## src/rtl/clock_crossing_slave_arbiter.sv

```systemverilog
// clock_crossing_slave_arbiter: round-robin share of the bridge slave port between two requesters
//   Clock/reset: slave_clk, slave_reset_n (asynchronous, active-low).
//   Requester side: rN_address/byteenable/read/write/writedata in, rN_waitrequest/rN_readdatavalid out,
//     r_readdata shared read data out.
//   Bridge side: cc_address/nativeaddress/byteenable/read/write/writedata out,
//     cc_waitrequest/readdata/readdatavalid in.
//   Status: err_unexp_rdv (sticky unexpected read data), r0_grant_cnt/r1_grant_cnt.
//   Optional macro CC_ARB_PERF_CNT_EN builds saturating per-requester accepted-transfer counters;
//   without it the counter outputs are tied to zero.
module clock_crossing_slave_arbiter #(
    parameter int ADDR_W  = 28,
    parameter int DATA_W  = 32,
    parameter int MAX_OUT = 16
) (
    input  logic              slave_clk,
    input  logic              slave_reset_n,
    input  logic [ADDR_W-1:0] r0_address,
    input  logic [3:0]        r0_byteenable,
    input  logic              r0_read,
    input  logic              r0_write,
    input  logic [DATA_W-1:0] r0_writedata,
    output logic              r0_waitrequest,
    output logic              r0_readdatavalid,
    input  logic [ADDR_W-1:0] r1_address,
    input  logic [3:0]        r1_byteenable,
    input  logic              r1_read,
    input  logic              r1_write,
    input  logic [DATA_W-1:0] r1_writedata,
    output logic              r1_waitrequest,
    output logic              r1_readdatavalid,
    output logic [DATA_W-1:0] r_readdata,
    output logic [ADDR_W-1:0] cc_address,
    output logic [ADDR_W-1:0] cc_nativeaddress,
    output logic [3:0]        cc_byteenable,
    output logic              cc_read,
    output logic              cc_write,
    output logic [DATA_W-1:0] cc_writedata,
    input  logic              cc_waitrequest,
    input  logic [DATA_W-1:0] cc_readdata,
    input  logic              cc_readdatavalid,
    output logic              err_unexp_rdv,
    output logic [31:0]       r0_grant_cnt,
    output logic [31:0]       r1_grant_cnt
);
    localparam int AW = $clog2(MAX_OUT);

    typedef enum logic {IDLE, ISSUE} state_t;

    state_t       state, state_n;
    logic         sel, sel_n, last;
    logic [AW-1:0] wp, rp;
    logic [AW:0]  cnt;
    logic [MAX_OUT-1:0] tags;
    logic         empty, full, e0, e1, rsel_read, rsel_write, pop, push, accept;

    assign empty = cnt == '0;
    assign full  = cnt == (AW+1)'(MAX_OUT);
    assign e0    = r0_write | (r0_read & ~full);
    assign e1    = r1_write | (r1_read & ~full);
    assign rsel_read  = sel ? r1_read : r0_read;
    assign rsel_write = sel ? r1_write : r0_write;
    assign pop   = cc_readdatavalid & ~empty;
    assign push  = accept & cc_read;

    assign cc_address       = sel ? r1_address : r0_address;
    assign cc_nativeaddress = cc_address;
    assign cc_byteenable    = sel ? r1_byteenable : r0_byteenable;
    assign cc_writedata     = sel ? r1_writedata : r0_writedata;

    assign r0_waitrequest   = ~(accept & ~sel);
    assign r1_waitrequest   = ~(accept & sel);
    assign r0_readdatavalid = pop & ~tags[rp];
    assign r1_readdatavalid = pop & tags[rp];
    assign r_readdata       = cc_readdata;

    always_comb begin
        state_n  = state;
        sel_n    = sel;
        cc_read  = 1'b0;
        cc_write = 1'b0;
        accept   = 1'b0;
        if (state == IDLE) begin
            if (e0 | e1) begin
                // prefer the requester not served last, else take the other one
                sel_n   = (last ? e0 : e1) ? ~last : last;
                state_n = ISSUE;
            end
        end else begin
            // a read+write requester granted through its write while the FIFO is full may
            // only issue the read if a slot frees this very cycle; otherwise its write goes
            cc_read  = rsel_read & (~full | pop);
            cc_write = rsel_write & ~cc_read;
            if (~(rsel_read | rsel_write))
                state_n = IDLE;
            else if ((cc_read | cc_write) & ~cc_waitrequest) begin
                accept  = 1'b1;
                state_n = IDLE;
            end
        end
    end

    always_ff @(posedge slave_clk or negedge slave_reset_n) begin
        if (!slave_reset_n) begin
            state         <= IDLE;
            sel           <= 1'b0;
            last          <= 1'b1;
            wp            <= '0;
            rp            <= '0;
            cnt           <= '0;
            err_unexp_rdv <= 1'b0;
        end else begin
            state <= state_n;
            sel   <= sel_n;
            if (accept) last <= sel;
            if (push) wp <= wp + 1'b1;
            if (pop) rp <= rp + 1'b1;
            cnt <= cnt + (AW+1)'(push) - (AW+1)'(pop);
            if (cc_readdatavalid & empty) err_unexp_rdv <= 1'b1;
        end
    end

    // tag storage needs no reset: only entries between rp and wp are ever read
    always_ff @(posedge slave_clk) begin
        if (push) tags[wp] <= sel;
    end

`ifdef CC_ARB_PERF_CNT_EN
    logic [31:0] c0, c1;

    always_ff @(posedge slave_clk or negedge slave_reset_n) begin
        if (!slave_reset_n) begin
            c0 <= '0;
            c1 <= '0;
        end else begin
            if (accept & ~sel & ~&c0) c0 <= c0 + 1'b1;
            if (accept & sel & ~&c1) c1 <= c1 + 1'b1;
        end
    end

    assign r0_grant_cnt = c0;
    assign r1_grant_cnt = c1;
`else
    assign r0_grant_cnt = 32'd0;
    assign r1_grant_cnt = 32'd0;
`endif
endmodule

```

## config.mk

```make
export PLATFORM = sky130hd
export DESIGN_NAME = clock_crossing_slave_arbiter
export DESIGN_NICKNAME = d
export VERILOG_FILES = /design/src/rtl/clock_crossing_slave_arbiter.sv
export SDC_FILE = /design/constraint.sdc
export NUM_CORES = 1
export LEC_CHECK = 0
export CORE_AREA = 2 2 140 142
export DETAILED_ROUTE_END_ITERATION = 10
export DIE_AREA = 0 0 142 144
export HOLD_SLACK_MARGIN = 0.1
export PLACE_DENSITY = 0.51
export SETUP_SLACK_MARGIN = 0.02
export SLEW_MARGIN = 0
export SYNTH_ARGS = -nofsm -noshare
export SYNTH_HDL_FRONTEND = slang
export SYNTH_SLANG_ARGS = --single-unit
```

## constraint.sdc

```tcl
create_clock -name slave_clk -period 6.3 [get_ports slave_clk]
set_input_delay 0.63 -clock slave_clk [delete_from_list [all_inputs] [get_ports slave_clk]]
set_output_delay 0.63 -clock slave_clk [all_outputs]
set_load 0.05 [all_outputs]
```

After elaboration in Yosys (flattened, before gate mapping)

Index checks and enable logic that the tools add are counted.

Register bits: 33
Bits of input ports: 168
Output and inout bits: 195
Word-level logic and storage cells: 68

Add/sub/neg operators: 4
$lt $le $gt $ge: 3
Eq/ne operators: 1
Multiplexer cells: 21
Bitwise gates (word level): 28
Reduce and logical (&&, ||, !) cells: 3

Operators with widths:

| cell                  | count |
|---|---|
| $mux W32              | 1 |
| $mux W28              | 1 |
| $bwmux W16            | 1 |
| $mux W1               | 15 |
| $and A1 B1 Y1         | 12 |
| $lt A4 B5 Y1 const B  | 2 |
| $not A1 Y1            | 10 |
| $add A4 B1 Y4 const B | 2 |
| $or A1 B1 Y1          | 6 |
| $add A5 B1 Y5         | 1 |
| $eq A5 B5 Y1 const B  | 1 |
| $logic_not A5 Y1      | 1 |
| $sub A5 B1 Y5         | 1 |
| $bmux W1 S4           | 1 |
| $demux W1 S4          | 1 |
| $ge A4 B1 Y1 const B  | 1 |
| $mux W4               | 1 |
| $reduce_and A2 Y1     | 1 |
| $logic_and A1 B1 Y1   | 1 |

Depth between registers and ports, before layout

Gate-level depths: netlist of the first run.

Word-level depth: 15
Depth in mapped cells: 13

Worst setup path before layout of the first run

OpenSTA, ideal clock, no wires.

Kind: register -> output
Start point: register sel
End point: output cc_write
Arrival time: 2.435 ns
Data required time: 5.670 ns
Path slack: 3.235 ns
Cell stages (with the launch flop): 5
Buffers on the path: 1
Path through: dfrtp_1 buf_2 mux2i_1 a21oi_1 nor3b_1

Longest elaborated chain between the ends: 5
Elaborated cells on any way between the ends: 6

Ends and longest elaborated chain:

| item                     | line | text |
|---|---|---|
| start: declaration       | 50   | `logic sel, sel_n, last;` |
| start signal: assignment | 113  | `sel <= sel_n;` |
| $mux W1                  | 60   | `assign rsel_read = sel ? r1_read : r0_read;` |
| $and A1 B1 Y1            | 91   | `cc_read = rsel_read & (~full \| pop);` |
| $not A1 Y1               | 92   | `cc_write = rsel_write & ~cc_read;` |
| $and A1 B1 Y1 *          | 92   |  |
| $mux W1 *                | 82   | `if (state == IDLE) begin` |
| end: declaration         | 36   | `output logic cc_write,` |

Mark *: on every way between the ends. The rest lies on a longest branch, timed or not.

Final worst setup path of the first run

Start point: register sel
End point: output r1_waitrequest

Longest elaborated chain between the ends: 11
Elaborated cells on any way between the ends: 13

Ends and longest elaborated chain:

| item             | line | text |
|---|---|---|
| $mux W1          | 60   |  |
| $and A1 B1 Y1    | 91   |  |
| $not A1 Y1       | 92   |  |
| $and A1 B1 Y1    | 92   |  |
| $or A1 B1 Y1     | 95   | `else if ((cc_read \| cc_write) & ~cc_waitrequest) begin` |
| $and A1 B1 Y1    | 95   |  |
| $mux W1          | 95   |  |
| $mux W1          | 93   | `if (~(rsel_read \| rsel_write))` |
| $mux W1          | 82   |  |
| $and A1 B1 Y1 *  | 71   | `assign r1_waitrequest = ~(accept & sel);` |
| $not A1 Y1 *     | 71   |  |
| end: declaration | 29   | `output logic r1_waitrequest,` |

Marked as above.

==> results of run 1 <==
cell usage after synthesis (all sizes together):
library cell / instances
mux4: 4
inv: 11
fa: 1
nand4: 2
xnor2: 8
buf: 133
dfstp: 1
nand2b: 4
conb: 1
nand3b: 1
o21ai: 3
nand2: 10
a211oi: 1
a311oi: 1
nor3: 4
and4bb: 1
nor4: 1
nor2: 20
mux2i: 4
a21oi: 6
mux2: 65
xor2: 2
ha: 11
nand3: 1
and2: 2
nor3b: 1
clkbuf: 2
dfrtp: 16
nand4bb: 1
o2111ai: 1
a21o: 3
edfxtp: 16
o32a: 1
nor4b: 1
metrics by stage:
stage	power (mW)	util (%)
after CTS	2.552	28.52
after global routing	2.647	28.52
after global placement	2.297	27.77
after detailed placement	2.314	27.77
final	2.530	28.55
after floorplan	1.895	-
how the worst min path moves through the flow:
stage / from / slack, ns / endpoint / depth (start not counted)
floorplan: slave_reset_n / 0.33 / cnt[0] / 0
global placement: err_unexp_rdv / 0.46 / err_unexp_rdv / 1
detailed placement: err_unexp_rdv / 0.46 / err_unexp_rdv / 1
CTS: err_unexp_rdv / 0.48 / err_unexp_rdv / 1
global route: err_unexp_rdv / 0.50 / err_unexp_rdv / 1
finish: err_unexp_rdv / 0.48 / err_unexp_rdv / 1
power by group:
| group | leakage, nW | switching, mW | total [mW] | internal [mW] |
|---|---|---|---|---|
| clock | 0.0696 | 0.0850 | 0.229 | 0.144 |
| combinational | 1.71 | 1.11 | 1.81 | 0.704 |
| sequential | 0.342 | 0.177 | 0.487 | 0.310 |
metal layers:
metal | wire [um] | global-route usage [%]
met1 | 5288 | 13.93
met2 | 6243 | 17.98
met3 | 2961 | 12.15
met4 | 165 | 2.789
met5 | 69 | 0
flip-flops by register name, indices dropped and copies added (netlist names):
signal	cells
wp	4
sel	1
state	1
cnt	5
err_unexp_rdv	1
rp	4
last	1
tags	16
cell type report:
class | count | area, um2 | share of cell area, %
inverter | 11 | 41.29 | 0.7581
clock inverter | 3 | 17.52 | 0.3216
timing repair buffer | 234 | 2342 | 43.00
multi-input combinational | 224 | 1707 | 31.33
sequential | 33 | 910.9 | 16.72
tap | 238 | 297.8 | 5.468
antenna | 2 | 5.005 | 0.09189
clock buffer | 5 | 125.1 | 2.297
cell families (layout without fill, tap and decap cells):
family          count (synthesis)  after routing
compound gates                 16             16
xor+xnor                       10             10
fa+ha+maj                      12             12
buf+inv                       146            253
flops                          33             33
mux                            73             73
other cells                     1             66
simple gates                   49             49
==> flow_metrics.py, run 1 <==
metrics = {
    "clock_tree": {
        "cts.path.max_buffers": 2,
        "cts_tree": "built",
        "cts_buffers": 5,
        "clock_sinks": 33,
        "clkTransAtPathRegs_ns": 0.05,
        "cts_setup_buffers": 0,
        "clk_latency_ns": 0.27,
        "h-tree-depth": 2,
        "holdBufCountCts": 0,
        "clock-root-buffer": "clkbuf_16",
        "cts-resized-gates": 0,
    },
    "logic_synthesis": {
        "yosysTopAreaCell": "buf_4",
        "synth_top_family_by_area": "buffers and inverters",
        "synth-compound-area-share_pct": 3.389,
        "yosys_warnings": 0,
        "ys_seq_area_share_pct": 26.70,
        "yosys.area_share.simple_pct": 7.182,
        "muxShareOfSynthArea_pct": 25.38,
        "synth_area_um2": 3397,
        "ys_ff_latch": 33,
        "synth-xor-area-share_pct": 2.578,
        "synth-adder-area-share_pct": 4.641,
        "synthCells": 340,
        "synthTopCellsByArea": "buf_4, mux2_2, edfxtp_1, dfrtp_1, ha_1",
        "synth_area_per_cell_um2": 9.991,
        "synth_top_area_share_pct": 27.40,
        "synth_cell_types": 37,
    },
    "grt": {
        "grt_use_total_pct": 12.79,
        "grt_pass1_wl_mm": 18.31,
        "grt.overflow.total": 0,
        "antenna_found_initial": 7,
        "grt_pass1_vias": 2629,
        "grt_max_degree": 87,
    },
    "worst_setup_path": {
        "max_stage_delay_ns": 1.12,
        "critPathRequiredTime_ns": 5.67,
        "worstPathCellList": "mux2i_1 -> a21oi_1 -> o2111ai_1 -> clkdlybuf4s50_1",
        "r2r_start": "sel",
        "worst_setup_path_end_kind": "output pin",
        "cp-endpoint": "r1_waitrequest",
        "crit_arrival_ns": 3.30,
        "r2r_cells": 11,
        "startpoint": "sel",
        "crit_cells": 4,
        "r2r_slack_ns": 2.76,
        "crit_type": "reg2out",
        "crit_path_start_kind": "flop",
        "crit_family": "flip-flops",
        "critPathSlowestCell": "dfrtp_4",
        "r2r-end": "cnt[4]",
        "path_buf_inv": 1,
        "crit_path_max_fanout": 86,
    },
    "placed_design": {
        "placed_area_um2": 5299,
        "portBuffers": 234,
        "dp_cells": 740,
        "gp_congestion": 0.8119,
        "post-place-ws_ns": 2.617,
        "hpwlAfterDp_mm": 13.11,
    },
    "floorplan": {
        "fp.dieH_um": 144,
        "die_w_um": 142,
        "io_pins": 363,
        "initial_core_util_pct": 17.80,
        "core-area_um2": 19080,
        "fp-row-count": 51,
        "design.die.area_um2": 20450,
    },
    "route": {
        "drt_iter0_drc": 117,
        "route.detailed.drc": 0,
        "vias": 2792,
        "wire_per_inst_um": 19.64,
        "first_pass_iters": 4,
        "via_per_inst": 3.723,
        "routed_wl_mm": 14.73,
        "final_antenna_net_count": 0,
    },
    "timing": {
        "rsz0062_at_grt": "no",
        "fin_hold_ws_ns": 0.4812,
        "hold_viol": 0,
        "setup_slack_ns": 2.366,
        "worstMarginPinSlew_ns": 1.057,
        "fin_crit_sh_pct": 62.45,
        "period_minus_slack_ns": 3.934,
        "fin_worst_skew_ns": 0.004720,
        "setup_tns_ns": 0,
        "relSlewSlack_pct": 29.53,
        "final-setup-viol-count": 0,
        "max_freq_mhz": 254.2,
        "slew_viol_final": 0,
    },
    "cells_and_area": {
        "final_common_cell": "clkdlybuf4s50_1",
        "drive_gt1_share_pct": 16.08,
        "design_area_um2": 5446,
        "final_cells": 750,
        "area_delta_synth_final_pct": 60.33,
        "final_net_count": 689,
        "layout_common_cells": "clkdlybuf4s50_1, mux2_2, conb_1",
        "fillCellCount": 1992,
    },
    "outcome": {
        "status": "completed",
    },
    "job": {
        "drv_cap": 0,
    },
    "pwr": {
        "ir_worst_vdd_mv": 0.1818,
        "power.density_nw_per_um2": 464.6,
        "p_leak_nw": 2.125,
    },
    "worst_hold_path": {
        "hp-class": "reg2reg",
    },
}
Note: power is estimated with default switching activity, not from simulation.
==> inputs of run 2 (changes only) <==
- PLACE_DENSITY: 0.51 -> 0.53
- clock period: 6.3 -> 3.48 ns (I/O delays scaled with it)
==> run 2 against run 1 <==
Cell count grew 0.53%. Non-clock buffer count grew 2. Clock-buffer cell count is the same. Critical path depth grew 1. Wire length is essentially flat. Via count grew 0.54%. Global-route usage grew 0.19 points. Critical path type unchanged. Utilization grew 0.38 points. Power grew 88%. Hold slack gained 0.027 ns. Clock power grew 150%.
==> flow_metrics.py, run 2 (synthesis gave the netlist of run 1 again) <==
metrics = {
    "grt": {
        "grt_max_degree": 86,
        "grt_pass1_wl_mm": 18.63,
        "grt.overflow.total": 0,
        "antenna_found_initial": 9,
        "grt_pass1_vias": 2709,
        "grt_use_total_pct": 12.98,
    },
    "floorplan": {
        "design.die.area_um2": 20450,
        "fp.dieH_um": 144,
        "initial_core_util_pct": 17.80,
        "io_pins": 363,
        "fp-row-count": 51,
        "die_w_um": 142,
        "core-area_um2": 19080,
    },
    "pwr": {
        "p_int_mw": 2.268,
        "combPwrFrac_pct": 73.0,
        "ir_worst_vdd_mv": 0.6800,
        "p_leak_nw": 2.166,
        "finalPower_mw": 4.748,
        "power.density_nw_per_um2": 860.2,
        "swShare_pct": 52.22,
        "p_clk_share_pct": 12.0,
        "p_switching_mw": 2.479,
        "p_seq_share_pct": 15.0,
    },
    "clock_tree": {
        "cts-resized-gates": 0,
        "cts_setup_buffers": 0,
        "holdBufCountCts": 0,
        "clock-root-buffer": "clkbuf_16",
        "cts_buffers": 5,
        "cts.path.max_buffers": 2,
        "clk_latency_ns": 0.28,
        "clock_sinks": 33,
        "clkTransAtPathRegs_ns": 0.06,
        "h-tree-depth": 2,
        "cts_tree": "built",
    },
    "route": {
        "final_antenna_net_count": 0,
        "route.detailed.drc": 0,
        "vias": 2807,
        "wire_per_inst_um": 19.53,
        "drt_iter0_drc": 51,
        "routed_wl_mm": 14.72,
        "first_pass_iters": 4,
        "via_per_inst": 3.723,
    },
    "job": {
        "drv_cap": 0,
    },
    "timing": {
        "hold_viol": 0,
        "max_freq_mhz": 337.0,
        "rsz0062_at_grt": "no",
        "setup_tns_ns": 0,
        "worstMarginPinSlew_ns": 0.8053,
        "relSlewSlack_pct": 46.15,
        "final-setup-viol-count": 0,
        "fin_worst_skew_ns": 0.005111,
        "period_minus_slack_ns": 2.967,
        "slew_viol_final": 0,
        "fin_crit_sh_pct": 85.26,
    },
    "worst_setup_path": {
        "critPathSlowestCell": "clkdlybuf4s50_1",
        "r2r_cells": 13,
        "max_stage_delay_ns": 0.82,
        "r2r-end": "cnt[4]",
        "r2r_slack_ns": 0.55,
        "startpoint": "rp[0]",
        "crit_path_max_fanout": 7,
        "critPathRequiredTime_ns": 3.13,
        "crit_path_start_kind": "flop",
        "r2r_start": "cnt[3]",
        "worstPathCellList": "mux4_2 -> mux2i_1 -> mux2_2 -> and2_1 -> clkdlybuf4s50_1",
        "worst_setup_path_end_kind": "output pin",
        "crit_type": "reg2out",
        "crit_family": "multiplexers",
        "path_buf_inv": 1,
        "crit_arrival_ns": 2.62,
    },
    "cells_and_area": {
        "largest_register": "tags",
        "final_net_count": 691,
        "multi_input_area_um2": 1707,
        "seqCellArea_um2": 910.9,
        "reg_top3": "tags x16, cnt x5",
        "area_delta_synth_final_pct": 62.47,
        "drive_gt1_share_pct": 16.99,
        "layout_common_cells": "clkdlybuf4s50_1, mux2_2, conb_1",
        "fillCellCount": 1982,
        "largest_reg_flops": 16,
        "final_common_cell": "clkdlybuf4s50_1",
    },
    "placed_design": {
        "portBuffers": 234,
        "gp_congestion": 0.7546,
        "hpwlAfterDp_mm": 13.09,
    },
    "worst_hold_path": {
        "min_from": "err_unexp_rdv",
        "holdPathEnd": "err_unexp_rdv",
        "whs_path_depth": 1,
        "hp-class": "reg2reg",
    },
    "outcome": {
        "status": "completed",
    },
}
## run 2: cell types whose count changed in the layout (fill, tap and decap cells not counted)
cell | before | now
diode_2 | 2 | 4
bufinv_16 | 0 | 2
clkdlybuf4s50_1 | 234 | 231
buf_4 | 0 | 4
clkinvlp_4 | 1 | 0
clkinv_2 | 2 | 1
buf_12 | 0 | 1
## run 2: routing by layer
layer	vias to the layer above	track usage, %	wire (um)
li1	1317	-	-
met3	24	12.19	2800
met5	-	0	48
met1	1280	14.02	5464
met4	8	3.053	224
met2	178	18.41	6184
## run 2: power by group through the flow
| stage | sequential, mW | combinational (mW) | clock [mW] |
|---|---|---|---|
| 6_report | 0.711 | 3.47 | 0.570 |
| 3_3_place_gp | 0.711 | 3.46 | 0 |
| 3_5_place_dp | 0.719 | 3.49 | 0 |
| 2_1_floorplan | 0.671 | 2.76 | 0 |
| 4_1_cts | 0.713 | 3.50 | 0.580 |
| 5_1_grt | 0.734 | 3.64 | 0.599 |
## run 2: final cells by class
class                   count  share of cell area [%]
clock inverters             3                   1.179
inverters                  11                  0.7481
multi-input cells         224                   30.92
clock buffers               5                   2.267
well taps                 238                   5.396
diodes                      4                  0.1814
repair buffers            236                   42.80
flip-flops and latches     33                   16.50
## run 2: worst max path at each step
stage | to | slack (ns) | depth (start not counted)
2_1_floorplan | cc_write | 0.70 | 4
3_3_place_gp | cnt[4] | 0.67 | 12
3_5_place_dp | cnt[4] | 0.59 | 12
4_1_cts | r0_readdatavalid | 0.44 | 5
5_1_grt | cnt[4] | 0.25 | 13
6_report | r0_readdatavalid | 0.51 | 5
## run 2: through the flow
stage	cell area [um2]	setup slack, ns	hold slack [ns]	instances	util [%]
after floorplan	3633	0.6966	0.05241	403	-
after global placement	5319	0.6670	0.5094	742	27.88
after detailed placement	5319	0.5900	0.4941	742	27.88
after CTS	5509	0.4440	0.5107	750	28.87
after global routing	5509	0.2537	0.5432	750	28.87
final	5519	0.5130	0.5081	754	28.93
==> inputs of run 3 (changes only) <==
- CORE_AREA: 2 2 140 142 -> 2 2 141 143
- DIE_AREA: 0 0 142 144 -> 0 0 143 145
- PLACE_DENSITY: 0.53 -> 0.51
- clock period: 3.48 -> 2.8 ns (I/O delays scaled with it)
==> run 3 against run 2 <==
First-iteration DRC count is 33% higher. Register-to-register slack worse by 0.38 ns. Via count is 1.0% higher.
==> flow_metrics.py, run 3 (synthesis gave the netlist of run 1 again) <==
metrics = {
    "cells_and_area": {
        "drive_gt1_share_pct": 20.04,
        "final_cells": 788,
        "final_net_count": 698,
        "largest_reg_flops": 16,
        "reg_top3": "tags x16, cnt x5",
        "layout_common_cells": "clkdlybuf4s50_1, mux2_2, conb_1",
        "fillCellCount": 2001,
        "area_delta_synth_final_pct": 66.48,
        "multi_input_area_um2": 1738,
        "seqCellArea_um2": 910.9,
        "largest_register": "tags",
        "final_common_cell": "clkdlybuf4s50_1",
    },
    "floorplan": {
        "die_w_um": 143,
        "io_pins": 363,
        "core-area_um2": 19210,
        "design.die.area_um2": 20740,
        "fp.dieH_um": 145,
        "fp-row-count": 51,
        "initial_core_util_pct": 17.69,
    },
    "timing": {
        "fin_worst_skew_ns": 0.006380,
        "worstMarginPinSlew_ns": 0.8542,
        "period_minus_slack_ns": 2.626,
        "fin_hold_ws_ns": 0.4624,
        "relSlewSlack_pct": 42.88,
        "hold_viol": 0,
        "slew_viol_final": 0,
        "setup_slack_ns": 0.1742,
        "setup_tns_ns": 0,
        "final-setup-viol-count": 0,
        "rsz0062_at_grt": "no",
        "fin_crit_sh_pct": 93.78,
        "max_freq_mhz": 380.8,
    },
    "placed_design": {
        "dp_cells": 770,
        "hpwlAfterDp_mm": 12.89,
        "gp_congestion": 0.7909,
        "post-place-ws_ns": -0.06330,
        "portBuffers": 234,
    },
    "grt": {
        "grt.overflow.total": 0,
        "grt_pass1_wl_mm": 19.57,
        "grt_max_degree": 86,
        "grt_pass1_vias": 2763,
        "grt_use_total_pct": 13.19,
        "antenna_found_initial": 11,
    },
    "clock_tree": {
        "holdBufCountCts": 0,
        "cts_tree": "built",
        "cts_buffers": 5,
        "clkTransAtPathRegs_ns": 0.05,
        "clk_latency_ns": 0.28,
        "h-tree-depth": 2,
        "clock-root-buffer": "clkbuf_16",
        "clock_sinks": 33,
        "cts.path.max_buffers": 2,
    },
    "worst_setup_path": {
        "worst_setup_path_end_kind": "flop",
        "r2r_start": "cnt[3]",
        "startpoint": "cnt[3]",
        "crit_path_max_fanout": 3,
        "crit_arrival_ns": 2.82,
        "crit_path_start_kind": "flop",
        "crit_type": "reg2reg",
        "critPathRequiredTime_ns": 3.00,
    },
    "route": {
        "first_pass_iters": 4,
        "final_antenna_net_count": 0,
        "wire_per_inst_um": 18.52,
        "drt_iter0_drc": 68,
        "vias": 2835,
        "route.detailed.drc": 0,
        "routed_wl_mm": 14.60,
        "via_per_inst": 3.598,
    },
    "job": {
        "drv_cap": 0,
    },
    "outcome": {
        "status": "completed",
    },
    "worst_hold_path": {
        "hp-class": "reg2reg",
        "min_from": "err_unexp_rdv",
    },
    "pwr": {
        "power.density_nw_per_um2": 1054,
        "finalPower_mw": 5.959,
        "ir_worst_vdd_mv": 0.6296,
        "p_leak_nw": 2.216,
    },
}
## run 3: changes by cell type in the layout (fill, tap and decap cells not counted), sizes merged
| cell | change |
|---|---|
| clkdlybuf4s50 | -5 |
| clkinvlp | +1 |
| buf | +12 |
| bufinv | -1 |
## run 3: worst paths after layout
kind                            endpoint  slack, ns  cells after the start
setup reg to reg                  cnt[4]       0.17                     13
hold / removal             err_unexp_rdv       0.46                      1
hold reg to reg            err_unexp_rdv       0.46                      1
max in group asynchronous            sel       1.68                      1
min in group asynchronous         cnt[1]       0.49                      1
setup / recovery                  cnt[4]       0.17                     13
## run 3: final cells by class
class / count / area share, %
Timing Repair Buffer: 243 / 43.36
Multi-Input combinational cell: 224 / 30.73
Sequential cell: 33 / 16.11
Tap cell: 265 / 5.863
Clock buffer: 5 / 2.212
Clock inverter: 3 / 0.8186
Inverter: 11 / 0.7301
Antenna cell: 4 / 0.1770
## run 3: through the flow
stage	util [%]	area, um2
floorplan	-	3633
global placement	28.10	5398
detailed placement	28.10	5398
CTS	29.03	5575
global route	29.39	5645
finish	29.44	5655
## run 3: power breakdown
part	internal [mW]	switching (mW)
clock network	0.421	0.210
registers	0.699	0.193
logic	1.69	2.74
## run 3: routing by layer
metal / track usage, % / vias to the layer above / wire length [um]
met2: 20.14 / 187 / 6320
met5: 0 / - / 79
met3: 13.66 / 21 / 3326
met4: 2.475 / 12 / 158
li1: - / 1326 / -
met1: 12.45 / 1289 / 4711
## run 3: repair_timing
action                                  in CTS  in global routing
setup buffers                                0                  6
gates cloned                                 0                  0
hold endpoints to repair                     0                  0
gates resized for setup                      1                  6
endpoints found under the setup margin       1                  1
pin swaps                                    0                  3
## run 3: critical path: stages, from the launching register on
cell and delay, ns:
dfrtp_1 0.35, inv_1 0.07, ha_1 0.21, and4bb_2 0.28, a211oi_4 0.25, inv_1 0.06
ha_1 0.27, inv_1 0.04, ha_2 0.18, fa_2 0.38, a21oi_2 0.15, nor2_1 0.06
nor2_1 0.12, xnor2_1 0.13
